## config.mk

```make
export PLATFORM = sky130hd
export DESIGN_NAME = muldiv_seq
export DESIGN_NICKNAME = d
export VERILOG_FILES = /design/src/rtl/cpu_types_pkg.sv /design/src/rtl/alu_if.sv /design/src/rtl/alu.sv /design/src/rtl/muldiv_seq.sv
export SDC_FILE = /design/constraint.sdc
export NUM_CORES = 1
export LEC_CHECK = 0
export CORE_MARGIN = 2
export CORE_UTILIZATION = 45
export CTS_CLUSTER_SIZE = 40
export DETAILED_ROUTE_END_ITERATION = 10
export DONT_BUFFER_PORTS = 1
export PLACE_DENSITY = 0.63
export RECOVER_POWER = 25
export REMOVE_ABC_BUFFERS = 1
export SLEW_MARGIN = 20
export SYNTH_ARGS = -nofsm -noshare
export SYNTH_HDL_FRONTEND = slang
export SYNTH_SLANG_ARGS = --single-unit
```

## constraint.sdc

```tcl
create_clock -name CLK -period 12.85 [get_ports CLK]
set_input_delay 3.2125 -clock CLK [delete_from_list [all_inputs] [get_ports CLK]]
set_output_delay 3.2125 -clock CLK [all_outputs]
set_load 0.05 [all_outputs]
```

## src/rtl/cpu_types_pkg.sv

```systemverilog
// Shared types for the execute stage: data word, multiply/divide opcodes and states, ALU opcodes.
package cpu_types_pkg;

    typedef logic [31:0] word_t;

    typedef enum logic [1:0] {
        OP_MULT  = 2'b00,
        OP_MULTU = 2'b01,
        OP_DIV   = 2'b10,
        OP_DIVU  = 2'b11
    } mdu_op_t;

    typedef enum logic [2:0] {
        ST_IDLE,
        ST_PREP,
        ST_ITER,
        ST_FIX,
        ST_DONE
    } mdu_state_t;

    localparam logic [3:0] ALU_AND = 4'b0000;
    localparam logic [3:0] ALU_OR  = 4'b0001;
    localparam logic [3:0] ALU_ADD = 4'b0010;
    localparam logic [3:0] ALU_SUB = 4'b0011;

    localparam logic [5:0] MDU_LAST_ITER = 6'd31;

endpackage

```

## src/rtl/alu_if.sv

```systemverilog
// Operand/opcode bundle between a sequencer and the shared ALU.
interface alu_if;
    import cpu_types_pkg::*;

    logic [3:0] aluop;
    word_t      port_a;
    word_t      port_b;
    word_t      result;
    logic       overflow;
    logic       negative;

    modport alu  (input aluop, port_a, port_b, output result, overflow, negative);
    modport ctrl (output aluop, port_a, port_b, input result, overflow, negative);
endinterface

```

## src/rtl/alu.sv

```systemverilog
// Combinational 32-bit ALU: AND/OR/ADD/SUB with signed-overflow and negative flags.
module alu
    import cpu_types_pkg::*;
(
    alu_if.alu bus
);

    always_comb begin
        bus.result   = '0;
        bus.overflow = 1'b0;
        unique case (bus.aluop)
            ALU_AND: bus.result = bus.port_a & bus.port_b;
            ALU_OR:  bus.result = bus.port_a | bus.port_b;
            ALU_ADD: begin
                bus.result   = bus.port_a + bus.port_b;
                bus.overflow = (bus.port_a[31] == bus.port_b[31]) && (bus.result[31] != bus.port_a[31]);
            end
            ALU_SUB: begin
                bus.result   = bus.port_a - bus.port_b;
                bus.overflow = (bus.port_a[31] != bus.port_b[31]) && (bus.result[31] != bus.port_a[31]);
            end
            default: bus.result = '0;
        endcase
        bus.negative = bus.result[31];
    end

endmodule

```

## src/rtl/muldiv_seq.sv

```systemverilog
// Iterative 32-cycle shift-add multiplier / restoring divider sharing one ALU; results land in HI/LO.
// Normal op: done 35 cycles after start; divide-by-zero: done the next cycle. Abort returns to IDLE at once.
module muldiv_seq
    import cpu_types_pkg::*;
(
    input  logic        CLK,
    input  logic        RST,
    input  logic        start,
    input  logic [1:0]  op,
    input  logic [31:0] rs_val,
    input  logic [31:0] rt_val,
    input  logic        abort,
    output logic        busy,
    output logic        done,
    output logic        div_by_zero,
    output logic [31:0] hi,
    output logic [31:0] lo
);

    mdu_state_t state_q, state_d;
    mdu_op_t    op_q, op_d;
    logic [5:0] count_q, count_d;
    word_t      acc_q, acc_d;     // product high word / partial remainder
    word_t      mq_q, mq_d;       // multiplier / dividend, becomes product low / quotient
    word_t      opnd_q, opnd_d;   // multiplicand / divisor magnitude
    logic       neg_lo_q, neg_lo_d;
    logic       neg_hi_q, neg_hi_d;
    word_t      hi_q, hi_d;
    word_t      lo_q, lo_d;
    logic       dbz_q, dbz_d;

    logic [3:0] alu_op;
    word_t      alu_a, alu_b, alu_res;

    alu_if alu_bus ();
    alu u_alu (.bus(alu_bus));

    assign alu_bus.aluop  = alu_op;
    assign alu_bus.port_a = alu_a;
    assign alu_bus.port_b = alu_b;
    assign alu_res        = alu_bus.result;

    mdu_op_t op_in;
    logic    is_mul, is_signed, neg_a, neg_b;
    logic    carry, shift_out, take;
    word_t   rem_sh, quot_sh;

    assign op_in     = mdu_op_t'(op);
    assign is_mul    = (op_q == OP_MULT) || (op_q == OP_MULTU);
    assign is_signed = (op_q == OP_MULT) || (op_q == OP_DIV);
    assign neg_a     = is_signed && mq_q[31];
    assign neg_b     = is_signed && opnd_q[31];

    always_comb begin
        state_d   = state_q;
        op_d      = op_q;
        count_d   = count_q;
        acc_d     = acc_q;
        mq_d      = mq_q;
        opnd_d    = opnd_q;
        neg_lo_d  = neg_lo_q;
        neg_hi_d  = neg_hi_q;
        hi_d      = hi_q;
        lo_d      = lo_q;
        dbz_d     = dbz_q;
        alu_op    = ALU_ADD;
        alu_a     = '0;
        alu_b     = '0;
        carry     = 1'b0;
        shift_out = acc_q[31];
        take      = 1'b0;
        rem_sh    = {acc_q[30:0], mq_q[31]};
        quot_sh   = {mq_q[30:0], 1'b0};

        if (abort && state_q != ST_IDLE) begin
            state_d = ST_IDLE;
        end else begin
            unique case (state_q)
                ST_IDLE: begin
                    if (start && !abort) begin
                        if ((op_in == OP_DIV || op_in == OP_DIVU) && rt_val == '0) begin
                            hi_d    = rs_val;
                            lo_d    = '1;
                            dbz_d   = 1'b1;
                            state_d = ST_DONE;
                        end else begin
                            op_d    = op_in;
                            mq_d    = rs_val;
                            opnd_d  = rt_val;
                            dbz_d   = 1'b0;
                            state_d = ST_PREP;
                        end
                    end
                end
                ST_PREP: begin
                    // ALU negates the first operand; the second needs its own negate in the same cycle
                    alu_op   = ALU_SUB;
                    alu_b    = mq_q;
                    mq_d     = neg_a ? alu_res : mq_q;
                    opnd_d   = neg_b ? (32'd0 - opnd_q) : opnd_q;
                    neg_lo_d = neg_a ^ neg_b;
                    neg_hi_d = is_mul ? (neg_a ^ neg_b) : neg_a;
                    acc_d    = '0;
                    count_d  = '0;
                    state_d  = ST_ITER;
                end
                ST_ITER: begin
                    if (is_mul) begin
                        alu_op = ALU_ADD;
                        alu_a  = acc_q;
                        alu_b  = mq_q[0] ? opnd_q : '0;
                        carry  = alu_res < acc_q;
                        acc_d  = {carry, alu_res[31:1]};
                        mq_d   = {alu_res[0], mq_q[31:1]};
                    end else begin
                        alu_op = ALU_SUB;
                        alu_a  = rem_sh;
                        alu_b  = opnd_q;
                        take   = shift_out || (rem_sh >= opnd_q);
                        acc_d  = take ? alu_res : rem_sh;
                        mq_d   = {quot_sh[31:1], take};
                    end
                    count_d = count_q + 6'd1;
                    if (count_q == MDU_LAST_ITER) begin
                        state_d = ST_FIX;
                    end
                end
                ST_FIX: begin
                    alu_op = ALU_SUB;
                    alu_b  = mq_q;
                    lo_d   = neg_lo_q ? alu_res : mq_q;
                    if (!neg_hi_q) begin
                        hi_d = acc_q;
                    end else if (is_mul) begin
                        // upper half of a 64-bit two's-complement negate
                        hi_d = ~acc_q + word_t'(mq_q == '0);
                    end else begin
                        hi_d = 32'd0 - acc_q;
                    end
                    state_d = ST_DONE;
                end
                ST_DONE: begin
                    state_d = ST_IDLE;
                end
                default: state_d = ST_IDLE;
            endcase
        end
    end

    always_ff @(posedge CLK or posedge RST) begin
        if (RST) begin
            state_q  <= ST_IDLE;
            op_q     <= OP_MULT;
            count_q  <= '0;
            acc_q    <= '0;
            mq_q     <= '0;
            opnd_q   <= '0;
            neg_lo_q <= 1'b0;
            neg_hi_q <= 1'b0;
            hi_q     <= '0;
            lo_q     <= '0;
            dbz_q    <= 1'b0;
        end else begin
            state_q  <= state_d;
            op_q     <= op_d;
            count_q  <= count_d;
            acc_q    <= acc_d;
            mq_q     <= mq_d;
            opnd_q   <= opnd_d;
            neg_lo_q <= neg_lo_d;
            neg_hi_q <= neg_hi_d;
            hi_q     <= hi_d;
            lo_q     <= lo_d;
            dbz_q    <= dbz_d;
        end
    end

    assign busy        = (state_q != ST_IDLE);
    assign done        = (state_q == ST_DONE);
    assign div_by_zero = dbz_q;
    assign hi          = hi_q;
    assign lo          = lo_q;

endmodule

```

# ---- Word-level counts from Yosys, hierarchy flattened
# Index checks and enable logic that the tools add are counted.
# W data, S select, Z words.
dict set report op_classes {
  add_sub_neg 6
  multipliers 0
  div 0
  magnitude_cmp 2
  eq_ne 19
  shifts 0
  mux 40
  n_bitwise 6
  reduce_logical 29
}
# cell n
set op_table {}
lappend op_table {{$mux W32} 22}
lappend op_table {{$pmux W32 S2} 5}
lappend op_table {{$pmux W32 S4} 1}
lappend op_table {{$pmux W32 S3} 1}
lappend op_table {{$logic_not A32 Y1} 2}
lappend op_table {{$sub A1 B32 Y32 const A} 2}
lappend op_table {{$add A32 B1 Y32} 1}
lappend op_table {{$add A32 B32 Y32} 1}
lappend op_table {{$and A32 B32 Y32} 1}
lappend op_table {{$ge A32 B32 Y1} 1}
lappend op_table {{$lt A32 B32 Y1} 1}
lappend op_table {{$not A32 Y32} 1}
lappend op_table {{$or A32 B32 Y32} 1}
lappend op_table {{$sub A32 B32 Y32} 1}
lappend op_table {{$mux W3} 4}
lappend op_table {{$pmux W3 S4} 1}
lappend op_table {{$pmux W6 S2} 1}
lappend op_table {{$eq A2 B2 Y1 const B} 5}
lappend op_table {{$ne A2 B2 Y1 const B} 5}
lappend op_table {{$reduce_and A5 Y1} 2}
lappend op_table {{$reduce_and A4 Y1} 2}
lappend op_table {{$add A6 B1 Y6 const B} 1}
lappend op_table {{$eq A3 B2 Y1 const B} 2}
lappend op_table {{$eq A6 B5 Y1 const B} 1}
lappend op_table {{19 further kinds} 37}
dict set report word_totals {
  ff_bits 174
  latch_bits 0
  mem_bits_rw 0
  rom_bits 0
  out_inout_bits 67
  wordCells 113
  memories 0
}

# ---- Logic depth before layout (Yosys ltp)
dict set report logic_depth {
  ltp_word 10
  depth_mapped 34
  depth_no_buf 30
}

# ---- Modules after synthesis
# Synthesis repeated with hierarchy kept, for this count alone.
dict set report hier_totals {
  cells_unflattened 2290
  hier_area_um2 18083.6
}
# mod instances cells_per_inst area_per_inst_um2
set modules_own_cells {}
lappend modules_own_cells {muldiv_seq 1 1506 12938.7}
lappend modules_own_cells {alu 1 784 5144.9}

# ---- Worst setup path before layout
# No wires, ideal clock.
dict set report synth_timing {
  path_kind {input -> register}
  startpoint {in abort}
  endpoint {reg acc_q[31]}
  setup_ns 0.162
  t_arrival_ns 9.169
  t_required_ns 12.688
  setup_slack_ns 3.519
  stages 33
  n_path_buf 5
  cell_sequence {buf_4 -> or4b_2 -> buf_2 -> nor2_4 -> buf_2 -> buf_1 -> a22oi_1 -> ha_1 -> o21ai_0 -> or2_2 -> or2_2 -> or3_1 -> nand2_1 -> xnor2_1 -> ha_1 -> clkbuf_1 -> a21o_1 -> a21o_1 -> a21oi_1 -> o22ai_1 -> a211o_1 -> a311o_1 -> xnor2_2 -> inv_1 -> ha_1 -> and4_1 -> nand2_1 -> nor2_1 -> nand2_1 -> a2111oi_0 -> a31oi_1 -> a21boi_0 -> a41oi_1}
}
dict set report synth_via {
  elab_chain_len 7
  word_cells_on_any_way 19
  classes_between {add/sub: 2; order compare: 1; eq/ne: 3; mux: 7; bitwise: 3; reduce/logical: 3}
}
# element line_no
set synth_rtl {}
lappend synth_rtl {{start, declared} muldiv_seq.sv:12} ;# input logic abort,
lappend synth_rtl {{$logic_and A1 B1 Y1 *} muldiv_seq.sv:75} ;# if (abort && state_q != ST_IDLE) begin
lappend synth_rtl {{$mux W32 or $mux W1 (tied branches)} muldiv_seq.sv:75}
lappend synth_rtl {{$sub A32 B32 Y32 (tied with other cells)} alu.sv:19} ;# bus.result = bus.port_a - bus.port_b;
lappend synth_rtl {{$pmux W32 S4} alu.sv:11} ;# unique case (bus.aluop)
lappend synth_rtl {{$lt A32 B32 Y1 or $mux W32 (tied branches)} {muldiv_seq.sv:112, muldiv_seq.sv:120}}
lappend synth_rtl {{$mux W32} muldiv_seq.sv:108} ;# if (is_mul) begin
lappend synth_rtl {{$pmux W32 S2} muldiv_seq.sv:78} ;# unique case (state_q)
lappend synth_rtl {{end signal, assigned} muldiv_seq.sv:155} ;# acc_q <= '0;
lappend synth_rtl {{end signal, assigned} muldiv_seq.sv:167} ;# acc_q <= acc_d;
lappend synth_rtl {{end, declared} muldiv_seq.sv:23} ;# word_t acc_q, acc_d;
# Mark *: on every way between the ends. The rest lies on a longest branch, timed or not.
# A chain may end at the register's enable or synchronous reset.

# ---- Worst setup path after layout
# Ends and elaborated chain as after synthesis.

==> PnR_summary.wiki <==
{| class="wikitable"
! Metric !! Value
|-
| Post-Layout Inst Area || between 0.015 and 0.02 sq mm
|-
| Simple-gate share of the synthesized area || 0.182
|-
| Count of warnings emitted by yosys || 0
|-
| Wire length of the first global-routing pass || 89200 um
|-
| Largest clock skew in the final design || ~0.013 ns
|-
| Routed len/inst || around 25 um
|-
| Count leader, synth || sky130_fd_sc_hd__nor2_1
|-
| Overall overflow remaining after global route || 0
|-
| Violations in the final reports || max-capacitance violations, max-slew violations
|-
| H-tree Lvls || 4
|-
| Complex-gate fraction of the synthesized area || 0.265
|-
| Type of the tightest min-delay check || reg2reg
|-
| Core Region || 0.0333 sq mm
|-
| Library cell with the largest summed area after synthesis || sky130_fd_sc_hd__dfrtp_1
|-
| PostCTS Resize Cnt || 0
|-
| Final min period || roughly 9.6 ns
|-
| Initial antenna violation count || 0
|-
| Pleak || ~6.7 nW
|-
| Element type at the critical path end || flop
|-
| Crit start category || input port
|-
| Post-synthesis async set-or-reset flop share || 1.00
|-
| Psw || approximately 0.0027 W
|-
| Ports placed on the boundary || roughly 140
|-
| Pre-antenna DRT Iters || 6
|-
| Top cells by area, synth || sky130_fd_sc_hd__dfrtp_1, sky130_fd_sc_hd__ha_1, sky130_fd_sc_hd__mux2i_1
|-
| Net count reported at finish || between 2000 and 2500
|-
| Outcome || complete, but fails checks
|-
| HPWL after detailed placement || 41100 um
|-
| Period utilisation layout || 0.748
|-
| Unique masters post-synth || just over 80
|-
| Data required, critical path || about 13 ns
|-
| Number of diodes || 0
|-
| Post-CTS clock slew at the launch and capture registers of the worst setup and hold paths || approximately 0.080 ns
|-
| Number of buffers created by CTS || 17
|-
| Dominant synthesized flop cell || sky130_fd_sc_hd__dfrtp_1
|-
| Pwr dens || ~300 mW/mm^2
|-
| Area of the die || about 0.035 sq mm
|-
| Total setup buffers inserted after CTS || 0
|-
| Crit path max-delay cell type || sky130_fd_sc_hd__or4b_2
|-
| Share of Yosys cell area claimed by the top area cell type || 0.289
|-
| Maximum ir drop on the vdd rail || approximately 0.00015 V
|-
| Fmax achieved || 104 MHz
|-
| Proportion of total power due to net switching || 0.559
|-
| Most frequent cell on the critical path || sky130_fd_sc_hd__ha_1
|-
| Width of the die || roughly 190 um
|-
| Largest net degree at the start of global routing || 120
|-
| Hold bufs inserted after CTS || 0
|-
| Routed via count || 14914
|-
| Internal Dissipation || ~0.0021 W
|-
| Violation count after the first detailed-route iteration || between 1500 and 2000
|-
| Number of design rule violations left after detail routing || 0
|-
| P&R area growth vs syn || 5.84%
|-
| Flop and latch count out of synthesis || around 170
|-
| Clock network fraction of total power || 0.113
|-
| Vias per Instance || 6.48
|-
| Post-DRT Antenna Nets || 0
|-
| Post-synthesis instance area || 0.0151 sq mm
|-
| Tightest slew margin relative to the limit || -2.92
|-
| Transition time at the pin with the least slew margin || between 5 and 6 ns
|-
| Setup-violating endpoint count in the final report || 0
|-
| Setup TNS || 0 ns
|-
| Xor and xnor area share after synthesis || 0.0516
|-
| Number of placement rows || 67
|-
| Clock tree from TritonCTS || built
|-
| Unrepaired setup endpoints after global routing || no
|-
| Number of max-slew violations in the final report || between 100 and 150
|-
| Slowest stage delay, CP || 0.68 ns
|-
| Initial Utilization || 0.453
|-
| Fraction of power consumed by combinational cells || 0.566
|-
| Mapped Cells || between 1500 and 2000
|-
| Global routing usage summed across all routing layers || 0.331
|-
| Post-synthesis sequential area ratio || 0.289
|-
| Post-synthesis mux area share || 0.0705
|-
| Root Buffer Master || sky130_fd_sc_hd__clkbuf_16
|-
| Total clock sinks || around 170
|-
| Number of buffers inserted by port buffering || 0
|-
| RD Place Congestion || 0.957
|-
| Combinational family with the most area after synthesis || compound AO/OA/AOI/OAI gates
|-
| Critical path peak fanout || 25
|-
| Die Span Y || 187 um
|-
| Cell area after placement || 0.0154 sq mm
|-
| List of most frequent post-synthesis cells || sky130_fd_sc_hd__nor2_1, sky130_fd_sc_hd__o21ai_0, sky130_fd_sc_hd__dfrtp_1
|-
| Number of max-cap violations || 1
|-
| Number of enable flip-flop cells after synthesis || 0
|-
| CP Data Arrival Time || 9.92 ns
|-
| Detailed-route wire length || between 50000 and 60000 um
|-
| Post-synthesis adder-cell area fraction || 0.0844
|-
| Number of global-route vias before repair || 14340
|-
| Clock Path Buffers || 2
|-
| Proportion of power drawn by flip-flops and latches || 0.321
|-
| Critical Setup Path Class || in2reg
|-
| Layout cell share with drive strength beyond 1 || 0.0571
|-
| Synthesized area per cell || 7.83 sq um
|-
| Clock insertion delay at the later pin of the skew report || 0.47 ns
|-
| Endpoints failing hold || 0
|}
cells by family after synthesis:
group | Yosys count
AOI/OAI and AO/OA | 637
xor gates and xnor gates | 87
adders and majority gates | 101
buffers and inverters | 222
DFF | 174
muxes | 105
and+or+nand+nor | 597
cell usage in the layout (no fill, tap or decap), types with 37 or more instances in the layout:
cell	instances
sky130_fd_sc_hd__nor2_1	225
sky130_fd_sc_hd__o21ai_0	179
sky130_fd_sc_hd__nand2_1	172
sky130_fd_sc_hd__dfrtp_1	172
sky130_fd_sc_hd__a21oi_1	164
sky130_fd_sc_hd__ha_1	100
sky130_fd_sc_hd__mux2i_1	96
sky130_fd_sc_hd__inv_1	90
sky130_fd_sc_hd__xnor2_1	60
sky130_fd_sc_hd__a22oi_1	44
sky130_fd_sc_hd__a21o_1	37
worst max-delay path, delay by kind of cell:
family | cells | cell delay [ns]
AND/OR/NAND/NOR | 8 | 2.18
buffers and inverters | 1 | 0.08
AO/OA/AOI/OAI | 14 | 3.17
XOR/XNOR | 1 | 0.35
adder cells (fa/ha/maj) | 3 | 0.90
state kept, by name (all words and copies together), names as in the netlist:
signal and flops:
state_q 3, neg_hi_q 1, mq_q 32, acc_q 32, opnd_q 32, count_q 6, hi 32, neg_lo_q 1
div_by_zero 1, op_q 2, lo 32
area by class of cell:
cell class,count,area [sq um]
fill,3316,17300
multi-input combinational,1527,9890
sequential,174,4360
tap,448,561
clock inverter,9,114
inverter,92,347
clock buffer,23,448
timing repair buffer,30,225
metal layers:
| layer | vias to the layer above | track usage | wire [um] |
|---|---|---|---|
| met5 | - | 0 | 0 |
| met3 | 107 | 0.0653 | 5340 |
| met4 | 0 | 0.120 | 1800 |
| li1 | 6823 | - | - |
| met2 | 725 | 0.498 | 25200 |
| met1 | 7259 | 0.471 | 25800 |
worst paths after layout:
path / endpoint / slack, ns / start / depth (start not counted)
worst max-delay path: acc_q[31] / 3.24 / abort / 27
worst max register to register: acc_q[31] / 5.00 / state_q[1] / 25
max in group asynchronous: op_q[1] / 5.71 / RST / 2
worst min-delay path: count_q[5] / 0.55 / count_q[5] / 2
min in group asynchronous: acc_q[18] / 4.42 / RST / 1
worst min register to register: count_q[5] / 0.55 / count_q[5] / 2
through the flow:
| stage | power [W] | hold slack [ns] | utilization | worst slack (ns) | cells |
|---|---|---|---|---|---|
| floorplan | 0.00332 | 0.476 | - | 3.52 | 1793 |
| global placement | 0.00413 | 0.529 | 0.462 | 3.04 | 2271 |
| detailed placement | 0.00418 | 0.537 | 0.462 | 2.91 | 2271 |
| CTS | 0.00474 | 0.548 | 0.479 | 3.37 | 2303 |
| global route | 0.00513 | 0.576 | 0.479 | 2.67 | 2303 |
| finish | 0.00479 | 0.549 | 0.479 | 3.24 | 2303 |
power by group through the flow:
stage,Combinational [W],Sequential [W],Clock (W)
after floorplan,0.00192,0.00140,0
after global placement,0.00261,0.00153,0
after detailed placement,0.00265,0.00153,0
after CTS,0.00267,0.00152,0.000547
after global routing,0.00300,0.00157,0.000562
final,0.00271,0.00153,0.000542
No activity file was read; power rests on OpenSTA's default activity.
